--- config.mk ---
export PLATFORM = sky130hd
export DESIGN_NAME = my_step_ramp_gen_v1
export DESIGN_NICKNAME = d
export VERILOG_FILES = /design/src/rtl/my_loop_pkg.sv /design/src/rtl/my_sat_integrator.sv /design/src/rtl/my_step_ramp_gen_v1.sv
export SDC_FILE = /design/constraint.sdc
export NUM_CORES = 1
export LEC_CHECK = 0
export CAP_MARGIN = 5
export CORE_MARGIN = 2
export CORE_UTILIZATION = 47
export DETAILED_ROUTE_END_ITERATION = 12
export GPL_ROUTABILITY_DRIVEN = 0
export PLACE_DENSITY = 0.71
export SYNTH_ARGS = -nofsm -noshare
export SYNTH_HDL_FRONTEND = slang
export SYNTH_SLANG_ARGS = --single-unit
--- constraint.sdc ---
create_clock -name i_clk -period 6.75 [get_ports i_clk]
set_clock_uncertainty 0.1 [all_clocks]
set_input_delay 1.0125 -clock i_clk [delete_from_list [all_inputs] [get_ports i_clk]]
set_output_delay 1.0125 -clock i_clk [all_outputs]
set_load 0.02 [all_outputs]
--- src/rtl/my_loop_pkg.sv ---
// Shared definitions for the phase-loop feedback path: state encoding, default widths
// and the symmetric saturating adder used by the step integrator.
package my_loop_pkg;

  localparam int DEF_ERR_W   = 32;
  localparam int DEF_ACC_W   = 32;
  localparam int DEF_DAC_BIT = 16;

  typedef enum logic [2:0] {
    S_IDLE     = 3'd0,
    S_WAIT_ERR = 3'd1,
    S_SCALE    = 3'd2,
    S_INTEG    = 3'd3,
    S_RAMP     = 3'd4,
    S_OUT      = 3'd5
  } state_t;

  // One extra bit of headroom so the sum cannot overflow before it is clamped;
  // lim has a zero MSB, so -lim always fits back into DEF_ACC_W bits.
  function automatic logic signed [DEF_ACC_W-1:0] sat_add(
    input logic signed [DEF_ACC_W-1:0] a,
    input logic signed [DEF_ACC_W-1:0] b,
    input logic        [DEF_ACC_W-1:0] lim
  );
    logic signed [DEF_ACC_W:0] sum;
    logic signed [DEF_ACC_W:0] hi;
    logic signed [DEF_ACC_W:0] lo;
    sum = {a[DEF_ACC_W-1], a} + {b[DEF_ACC_W-1], b};
    hi  = {1'b0, lim};
    lo  = -hi;
    if (sum > hi)      return hi[DEF_ACC_W-1:0];
    else if (sum < lo) return lo[DEF_ACC_W-1:0];
    else               return sum[DEF_ACC_W-1:0];
  endfunction

endpackage

--- src/rtl/my_sat_integrator.sv ---
// Error latch, gain scaling and saturated step integration. The FSM in the top decides
// when each stage fires; this block only holds the arithmetic and its registers.
module my_sat_integrator
  import my_loop_pkg::*;
#(
  parameter int ERR_W = DEF_ERR_W,
  parameter int ACC_W = DEF_ACC_W
) (
  input  logic                    i_clk,
  input  logic                    i_rst,
  input  logic                    i_latch,
  input  logic                    i_scale,
  input  logic                    i_integ,
  input  logic                    i_loop_mode,
  input  logic signed [ERR_W-1:0] i_err,
  input  logic        [4:0]       i_gain_sel,
  input  logic        [ACC_W-1:0] i_step_lim,
  input  logic signed [ACC_W-1:0] i_const_step,
  output logic signed [ACC_W-1:0] o_step
);

  logic signed [ERR_W-1:0] r_err;
  logic signed [ACC_W-1:0] r_err_s;
  logic signed [ACC_W-1:0] r_step;
  logic signed [ERR_W-1:0] w_shift;
  logic signed [ACC_W-1:0] w_err_s;

  assign w_shift = r_err >>> i_gain_sel;
  assign w_err_s = ACC_W'(w_shift);

  // NOTE: state registers use non-blocking assignments so every register samples
  // pre-edge values; reset is synchronous and clears every register, including r_err.
  always_ff @(posedge i_clk) begin
    if (i_rst) begin
      r_err   <= '0;
      r_err_s <= '0;
      r_step  <= '0;
    end else begin
      if (i_latch) r_err   <= i_err;
      if (i_scale) r_err_s <= w_err_s;
      if (i_integ) r_step  <= i_loop_mode ? sat_add(r_step, r_err_s, i_step_lim) : i_const_step;
    end
  end

  assign o_step = r_step;

endmodule

--- src/rtl/my_step_ramp_gen_v1.sv ---
// Loop sequencer: accepts error strobes, walks SCALE/INTEG/RAMP/OUT, accumulates the
// wrapping phase ramp and counts strobes that arrive while a previous one is in flight.
module my_step_ramp_gen_v1
  import my_loop_pkg::*;
#(
  parameter int ERR_W   = DEF_ERR_W,
  parameter int ACC_W   = DEF_ACC_W,
  parameter int DAC_BIT = DEF_DAC_BIT
) (
  input  logic                    i_clk,
  input  logic                    i_rst,
  input  logic                    i_enable,
  input  logic                    i_loop_mode,
  input  logic                    i_err_valid,
  input  logic signed [ERR_W-1:0] i_err,
  input  logic        [4:0]       i_gain_sel,
  input  logic        [ACC_W-1:0] i_step_lim,
  input  logic signed [ACC_W-1:0] i_const_step,
  output logic signed [ACC_W-1:0] o_step,
  output logic        [ACC_W-1:0] o_ramp,
  output logic      [DAC_BIT-1:0] o_dac,
  output logic                    o_ramp_valid,
  output logic                    o_ramp_wrap,
  output logic        [15:0]      o_drop_cnt,
  output logic                    o_busy,
  output logic        [2:0]       o_cstate
);

  state_t            r_state;
  state_t            w_next;
  logic [ACC_W-1:0]  r_ramp;
  logic              r_ramp_valid;
  logic              r_ramp_wrap;
  logic [15:0]       r_drop_cnt;
  logic signed [ACC_W-1:0] w_step;
  logic [ACC_W-1:0]  w_ramp_sum;
  logic              w_wrap;
  logic              w_busy;
  logic              w_latch;
  logic              w_scale;
  logic              w_integ;
  logic              w_ramp_en;

  // NOTE: every variable written here gets a default first, so no latch is inferred.
  always_comb begin
    w_next = r_state;
    if (!i_enable) begin
      w_next = S_IDLE;
    end else begin
      unique case (r_state)
        S_IDLE:     w_next = S_WAIT_ERR;
        S_WAIT_ERR: if (i_err_valid) w_next = S_SCALE;
        S_SCALE:    w_next = S_INTEG;
        S_INTEG:    w_next = S_RAMP;
        S_RAMP:     w_next = S_OUT;
        S_OUT:      w_next = S_WAIT_ERR;
        default:    w_next = S_IDLE;
      endcase
    end
  end

  // Stage strobes are gated by i_enable so a disabled loop leaves o_step/o_ramp untouched.
  assign w_busy    = r_state inside {S_SCALE, S_INTEG, S_RAMP, S_OUT};
  assign w_latch   = i_enable && (r_state == S_WAIT_ERR) && i_err_valid;
  assign w_scale   = i_enable && (r_state == S_SCALE);
  assign w_integ   = i_enable && (r_state == S_INTEG);
  assign w_ramp_en = i_enable && (r_state == S_RAMP);

  my_sat_integrator #(
    .ERR_W (ERR_W),
    .ACC_W (ACC_W)
  ) u_integ (
    .i_clk        (i_clk),
    .i_rst        (i_rst),
    .i_latch      (w_latch),
    .i_scale      (w_scale),
    .i_integ      (w_integ),
    .i_loop_mode  (i_loop_mode),
    .i_err        (i_err),
    .i_gain_sel   (i_gain_sel),
    .i_step_lim   (i_step_lim),
    .i_const_step (i_const_step),
    .o_step       (w_step)
  );

  // Modulo-2^ACC_W add; the wrap flag is signed overflow, i.e. the 2-pi phase reset.
  assign w_ramp_sum = r_ramp + w_step;
  assign w_wrap     = (r_ramp[ACC_W-1] == w_step[ACC_W-1]) &&
                      (w_ramp_sum[ACC_W-1] != r_ramp[ACC_W-1]);

  always_ff @(posedge i_clk) begin
    if (i_rst) begin
      r_state      <= S_IDLE;
      r_ramp       <= '0;
      r_ramp_valid <= 1'b0;
      r_ramp_wrap  <= 1'b0;
      r_drop_cnt   <= '0;
    end else begin
      r_state      <= w_next;
      r_ramp_valid <= 1'b0;
      r_ramp_wrap  <= 1'b0;
      if (w_ramp_en) begin
        r_ramp       <= w_ramp_sum;
        r_ramp_valid <= 1'b1;
        r_ramp_wrap  <= w_wrap;
      end
      if (i_err_valid && w_busy && (r_drop_cnt != 16'hFFFF))
        r_drop_cnt <= r_drop_cnt + 16'd1;
    end
  end

  assign o_step       = w_step;
  assign o_ramp       = r_ramp;
  assign o_dac        = r_ramp[ACC_W-1 -: DAC_BIT];
  assign o_ramp_valid = r_ramp_valid;
  assign o_ramp_wrap  = r_ramp_wrap;
  assign o_drop_cnt   = r_drop_cnt;
  assign o_busy       = w_busy;
  assign o_cstate     = r_state;

endmodule

==> results of run 1 <==
[power groups by stage]
stage / clock, W / sequential [W] / combinational, W
after global routing: 0.00104 / 0.000894 / 0.000309
final: 0.00100 / 0.000894 / 0.000284
after CTS: 0.00101 / 0.000894 / 0.000280
after floorplan: 0 / 0.000912 / 0.000160
after global placement: 0 / 0.000913 / 0.000275
after detailed placement: 0 / 0.000914 / 0.000277
[state kept, by name, indices dropped and copies added (netlist names)]
register / cells
o_ramp_valid: 1
o_drop_cnt: 16
u_integ.o_step: 32
u_integ.r_err_s: 32
u_integ.r_err: 32
o_ramp_wrap: 1
o_cstate: 3
o_ramp: 32
[per-layer routing]
metal | up-vias | part of all wire | track usage
met5 | - | 0 | 0
met4 | 0 | 0.054 | 0.164
met3 | 123 | 0.067 | 0.0380
met2 | 598 | 0.47 | 0.485
met1 | 6379 | 0.41 | 0.352
li1 | 6701 | - | -
[logic make-up (layout without fill, tap and decap cells)]
| logic type | after synthesis | in the layout |
|---|---|---|
| other | 0 | 2 |
| XOR/XNOR | 94 | 94 |
| flip-flops | 149 | 149 |
| buffers and inverters | 186 | 328 |
| AND/OR/NAND/NOR | 643 | 643 |
| multiplexers | 60 | 60 |
| adder cells (fa/ha/maj) | 130 | 130 |
| AO/OA/AOI/OAI | 520 | 520 |
[worst paths after layout]
kind / from / end / cells past startpoint
worst min register to register: u_integ.r_err[1]$_SDFFE_PP0P_ / u_integ.r_err[1]$_SDFFE_PP0P_ / 2
worst min-delay path: u_integ.r_err[1]$_SDFFE_PP0P_ / u_integ.r_err[1]$_SDFFE_PP0P_ / 2
worst max-delay path: u_integ.r_err_s[1]$_SDFFE_PP0P_ / u_integ.o_step[3]$_SDFFE_PP0P_ / 23
worst max register to register: u_integ.r_err_s[1]$_SDFFE_PP0P_ / u_integ.o_step[3]$_SDFFE_PP0P_ / 23
[cell type report]
type                            instances  area [µm²]
Antenna cell                            2        5.00
Clock buffer                           21         470
Clock inverter                         11         139
Fill cell                            2625       11700
Inverter                               66         248
Multi-Input combinational cell       1447        9530
Sequential cell                       149        2980
Tap cell                              378         473
Timing Repair Buffer                  230        2240
[worst min-delay path, delay by kind of cell, from the launching register on]
family,cells,cell delay [ps]
AOI/OAI and AO/OA,1,50
DFF,1,310
and+or+nand+nor,1,50
[synthesized netlist by cell type (all sizes together) (36+ instances only)]
library cell / instances / share of area
inv: 65 / 0.018
clkbuf: 86 / 0.024
xnor2: 70 / 0.047
a21oi: 188 / 0.071
ha: 128 / 0.12
o21ai: 102 / 0.038
nor2: 145 / 0.041
dfxtp: 149 / 0.22
nand2: 274 / 0.077
nand3: 45 / 0.018
mux2i: 36 / 0.027
nor3: 40 / 0.016
[metrics by stage]
stage / cell area (µm²) / instances / hold WS (ps)
6_report: 16100 / 2304 / 362
5_1_grt: 16100 / 2304 / 394
4_1_cts: 16100 / 2302 / 363
3_5_place_dp: 15500 / 2270 / 354
3_3_place_gp: 15500 / 2270 / 350
2_1_floorplan: 13300 / 1782 / 336
==> results.md, run 1 <==
* Final HPWL DP at 33.3 mm
* Post-route setup slack at 526 ps
* Post-CTS Setup Inserts at 0
* Xor/xnor share of the synthesized area at 0.0625
* Largest net degree at the start of global routing at 87
* WL final at 43.3 mm
* Final-stage net count at 2,147
* Sequential share of the synthesized area at 0.225
* TritonCTS clock tree: built
* Fin Setup TNS at 0 ps
* Via/cell ratio at 5.99
* Post-synth ARST share at 0
* Syn avg cell area at 7.45 µm²
* Post-synthesis mux area share at 0.0588
* Count of routing violations after the opening detailed-route iteration at 1,170
* Synth Area in Adders at 0.124
* Sw Share at 0.268
* Critical path's top delay family: compound AO/OA/AOI/OAI gates
* Tightest Hold Check Type: flip-flop to flip-flop
* CP max-delay cell: or3_1
* FMAX at 0.161 GHz
* Worst-path clk slew at 60 ps
* Synth Area in Compound Gates at 0.247
* Core ar. at 27,800 µm²
* R2R setup slack at 530 ps
* Cts bufs inserted at 17
* Final period util at 0.922
* DR WL/cell at 18.8 µm
* Die Ht at 172 µm
* CP endpoint kind: flip-flop
* Clk Latency, worst-skew pair at 430 ps
* Resized Gates After CTS at 0
* IO buf count at 207
* Die area at 29,600 µm²
* Comb power frac at 0.130
* Final setup viols at 0
* Max-slew violations at 0
* ANT nets after route at 0
* Internal Pwr Total at 0.00159 W
* Die Wd at 172 µm
* Initial Utilization at 0.478
* Failing checks: design-rule violations
* Setup WS pre-CTS at 468 ps
* CP Max Fanout at 25
* IO Count at 208
* EDFF count, synth at 0
* Hold Buf Count CTS at 0
* PwrDens at 135 nW/µm²
* Worst Path Buf+Inv at 1
* Post-layout min period at 6220 ps
* Mapped Area at 13,300 µm²
* Post-synthesis instance total at 1,782
* Switching power at 0.000585 W
* Share of cells above drive strength 1 at 0.0561
* Number of synthesized register bits at 149
* Simple-gate share of the synthesized area at 0.225
* CP Data Required Time at 6940 ps
* Element type at the critical path start: flip-flop
* Commonest non-fill, non-tap cell in the layout: nand2_1
* Synth Net Count at 2,018
* Std cell rows at 61
* Clk pwr share at 0.460
* First-pass GRT wire length at 67.2 mm
* Main synth FF type: dfxtp_1
* Total power at 0.00218 W
* # Max-Cap Violations at 0
* Commonest non-fill, non-tap cells in the layout: nand2_1, clkdlybuf4s50_1, a21oi_1, dfxtp_1, nor2_1
* Status: finished with violations
* Max Buffers Root-to-Sink at 2
* CP Class: flip-flop to flip-flop
* YS warnings at 0
* Rel. slew slack at 0.257
* Cell Chain, Critical Path: ha_1, a211oi_1, o211ai_1, a21oi_1, nor2_1, o21ai_1, o21ai_0, and2_1, o21a_1, nor2_1, xnor2_1, ha_1, nand4_1, nor2_1, nand4_1, or3_1, a211oi_1, nor3_1, nand3_2, buf_4, o21ai_0, a22oi_1, o21ai_0
* Final core utilization at 0.579
* Antenna violations before repair at 2
* CTS root buffer: clkbuf_16
* Crit path largest cell delay at 490 ps
* Syn-to-layout area delta at 21.1%
* RSZ-0062 raised after global routing: no
* Static leakage at 6.55 nW
* Measured slew at the worst slew-check pin at 1110 ps
* Seq pwr share at 0.410
* CTS Sinks at 149
* Peak supply drop at 137 µV
* DR pass1 iterations at 10
* Remaining DRCs at 1
* Grt total ovfl at 0
* Fin. Hold Viols at 0
* DR vias at 13,801
* Total GRT Usage at 0.287
* Yosys cell types at 83
* Arr. time, crit path at 6410 ps
* Depth of the CTS H-tree at 4
* Vias in the first global route at 12,798
* Main combinational cell family by area after synthesis: compound AO/OA/AOI/OAI gates
(Power assumes the default switching activity.)
==> run 2, diff against run 1 <==
- CORE_MARGIN: 2 -> 3
- SYNTH_HIERARCHICAL: default -> 1
==> run 2 against run 1 <==
Compared with the run above: via count is 1.6% higher; the flow now finishes without violations; global-route usage is 1.4 points lower; synthesized area is 3.4% higher; worst hold slack better by 22 ps; combinational power is 7.7% higher; flip-flop and latch count stayed put; first-iteration DRC count is 14% higher.
==> results.md, run 2 <==
* Status: finished clean
* Main combinational cell family by area after synthesis: compound AO/OA/AOI/OAI gates
* # fillers at 2,621 (-0.15%)
* Post-route setup slack at 632 ps (+106 ps)
* Most frequent cell after synthesis: nor2_1
* Cts bufs inserted at 17 (unchanged)
* Initial Utilization at 0.485 (+0.00684)
* Antenna violations before repair at 0 (-2)
* Clk pwr share at 0.438 (-0.022)
* Main synth FF type: dfxtp_1
* Max-slew violations at 0 (unchanged)
* Fin Setup TNS at 0 ps (unchanged)
* Sw Share at 0.291 (+0.0228)
* Tightest Hold Check Type: flip-flop to flip-flop
* RSZ-0062 raised after global routing: no
* Multi-input logic area at 9970 µm² (+4.7%)
* IO buf count at 207 (unchanged)
* Synth Area in Compound Gates at 0.243 (-0.00425)
* WL final at 44.4 mm (+2.5%)
* DR pass1 iterations at 8 (-2)
* Post-synthesis instance total at 1,769 (-0.73%)
* Post-route insts no fill at 2,297 (-0.30%)
* CP endpoint kind: flip-flop
* Arr. time, crit path at 6360 ps (-50 ps)
* Max Buffers Root-to-Sink at 2 (unchanged)
* Vias in the first global route at 12,884 (+0.67%)
* Antenna diode instance count at 0 (-2)
* CP Max Fanout at 36 (+44%)
* Simple-gate share of the synthesized area at 0.209 (-0.0157)
* Clk Latency, worst-skew pair at 430 ps (about the same)
* Core ar. at 28,300 µm² (+1.9%)
* Synth Area in Adders at 0.120 (-0.00404)
* Top cell type's share of synthesized area at 0.217 (-0.00734)
* EDFF count, synth at 0 (unchanged)
* Depth of the CTS H-tree at 4 (unchanged)
* Synth top cells by count: nor2_1, nand2_1, dfxtp_1
* IO Count at 208 (unchanged)
* DR vias at 14,027 (+1.6%)
* DR WL/cell at 19.3 µm (+2.8%)
* Rel. slew slack at 0.205 (-0.0520)
* Final period util at 0.906 (-0.0157)
* Hold WS at 384 ps (+22.3 ps)
* Final HPWL DP at 34.7 mm (+4.1%)
* TritonCTS clock tree: built
* Post-CTS Setup Inserts at 0 (unchanged)
* Commonest non-fill, non-tap cells in the layout: clkdlybuf4s50_1, nor2_1, nand2_1, dfxtp_1, a21oi_1
* Post-layout min period at 6120 ps (-106 ps)
* CTS root buffer: clkbuf_16
* Resized Gates After CTS at 0 (unchanged)
* Die Ht at 177 µm (+2.8%)
* Yosys cell types at 93 (+12%)
* Hold Buf Count CTS at 0 (unchanged)
* Synth top area cells: dfxtp_1, ha_1, mux2i_1
* Internal Pwr Total at 0.00151 W (-5.1%)
* Sequential share of the synthesized area at 0.217 (-0.00734)
* Measured slew at the worst slew-check pin at 1190 ps (+76.3 ps)
* Commonest non-fill, non-tap cell in the layout: clkdlybuf4s50_1
* FF-to-FF Start: u_integ/o_step[0]$_SDFFE_PP0P_
* Synth Net Count at 2,005 (-0.64%)
* ANT nets after route at 0 (unchanged)
* Std cell rows at 61 (unchanged)
* PwrDens at 129 nW/µm² (-4.6%)
* Share of cells above drive strength 1 at 0.0641 (+0.00796)
* FMAX at 0.163 GHz (+1.7%)
* Total GRT Usage at 0.274 (-0.0136)
* Worst-path clk slew at 70 ps (about the same)
* Final setup viols at 0 (unchanged)
* # Max-Cap Violations at 0 (unchanged)
* Largest net degree at the start of global routing at 100 (+15%)
* CP Class: flip-flop to flip-flop
* Static leakage at 6.75 nW (+3.1%)
* Die Wd at 177 µm (+2.8%)
* Die area at 31,300 µm² (+5.7%)
* Seq pwr share at 0.419 (+0.009)
* Mapped Area at 13,700 µm² (+3.4%)
* Switching power at 0.000621 W (+6.3%)
* Comb power frac at 0.143 (+0.013)
* YS warnings at 6 (+6)
* Post-synth ARST share at 0 (unchanged)
* Fin. Hold Viols at 0 (unchanged)
* Post-synth top area cell: dfxtp_1
* CP Data Required Time at 6990 ps (+50 ps)
* Count of routing violations after the opening detailed-route iteration at 1,337 (+14%)
* Element type at the critical path start: flip-flop
* First-pass GRT wire length at 68.9 mm (+2.5%)
* HP Start: o_ramp[5]$_SDFFE_PP0P_
* Grt total ovfl at 0 (unchanged)
* CTS Sinks at 149 (unchanged)
* Syn avg cell area at 7.76 µm² (+4.1%)
* Post-Place Cells at 2,265 (-0.22%)
* Number of synthesized register bits at 149 (unchanged)
* Xor/xnor share of the synthesized area at 0.0560 (-0.00651)
* Remaining DRCs at 0 (-1)
* Via/cell ratio at 6.11 (+1.9%)
* Setup WS pre-CTS at 395 ps (-73.3 ps)
* Peak supply drop at 149 µV (+9.2%)
* Final-stage net count at 2,142 (-0.23%)
* Syn-to-layout area delta at 20.3%
* Total power at 0.00213 W (-2.0%)
* Setup crit start: u_integ/o_step[0]$_SDFFE_PP0P_
* Register area at 2980 µm² (unchanged)
* Post-synthesis mux area share at 0.0974 (+0.0386)
[run 2: logic make-up (layout without fill, tap and decap cells)]
logic type / Yosys count / after routing
AND/OR/NAND/NOR: 597 / 597
AO/OA/AOI/OAI: 506 / 506
buffers and inverters: 185 / 335
flip-flops: 149 / 149
adder cells (fa/ha/maj): 130 / 130
multiplexers: 115 / 115
XOR/XNOR: 87 / 87
[run 2: path summary, 6_finish.rpt]
check                                                        to  slack, ps  cells after the start
worst max register to register  u_integ/o_step[25]$_SDFFE_PP0P_        630                     22
worst max-delay path            u_integ/o_step[25]$_SDFFE_PP0P_        630                     22
worst min register to register           o_ramp[5]$_SDFFE_PP0P_        380                      2
worst min-delay path                     o_ramp[5]$_SDFFE_PP0P_        380                      2
[run 2: layer usage]
layer | wire (µm) | part of all wire | track usage | up-vias
met3 | 2910 | 0.066 | 0.0356 | 91
li1 | - | - | - | 6792
met1 | 19000 | 0.43 | 0.355 | 6586
met2 | 20900 | 0.47 | 0.462 | 558
met5 | 0 | 0 | 0 | -
met4 | 1640 | 0.037 | 0.107 | 0
[run 2: power by group through the flow]
stage / registers, W / clock network, W / logic, W
floorplan: 0.000913 / 0 / 0.000173
global placement: 0.000914 / 0 / 0.000295
detailed placement: 0.000915 / 0 / 0.000299
CTS: 0.000894 / 0.000946 / 0.000302
global route: 0.000895 / 0.000985 / 0.000331
finish: 0.000895 / 0.000934 / 0.000306
[run 2: stage by stage]
step | instance area [µm²] | utilization
after floorplan | 13700 | -
after global placement | 16000 | 0.563
after detailed placement | 16000 | 0.563
after CTS | 16500 | 0.583
after global routing | 16500 | 0.583
final | 16500 | 0.583
[run 2: layout make-up]
class | instances | share of cell area
Multi-Input combinational cell | 1435 | 0.604
Sequential cell | 149 | 0.181
Timing Repair Buffer | 230 | 0.136
Tap cell | 378 | 0.0286
Clock buffer | 18 | 0.0260
Inverter | 73 | 0.0166
Clock inverter | 14 | 0.00818
[run 2: worst max-delay path, cell delays in order (launching register included)]
cell and delay (ps):
dfxtp_1 340, ha_1 240, fa_1 440, a211oi_1 350, o211ai_1 210, a21oi_2 280, o2bb2ai_1 220, o21ai_0 210
a21oi_1 260, o21bai_1 140, a21oi_1 200, xnor2_1 220, ha_1 310, a21o_1 160, a21oi_1 250, nand4b_1 220
a22oi_1 220, o2111ai_1 220, and3_2 540, buf_4 310, a21oi_1 180, o21ai_0 130, a311oi_1 250
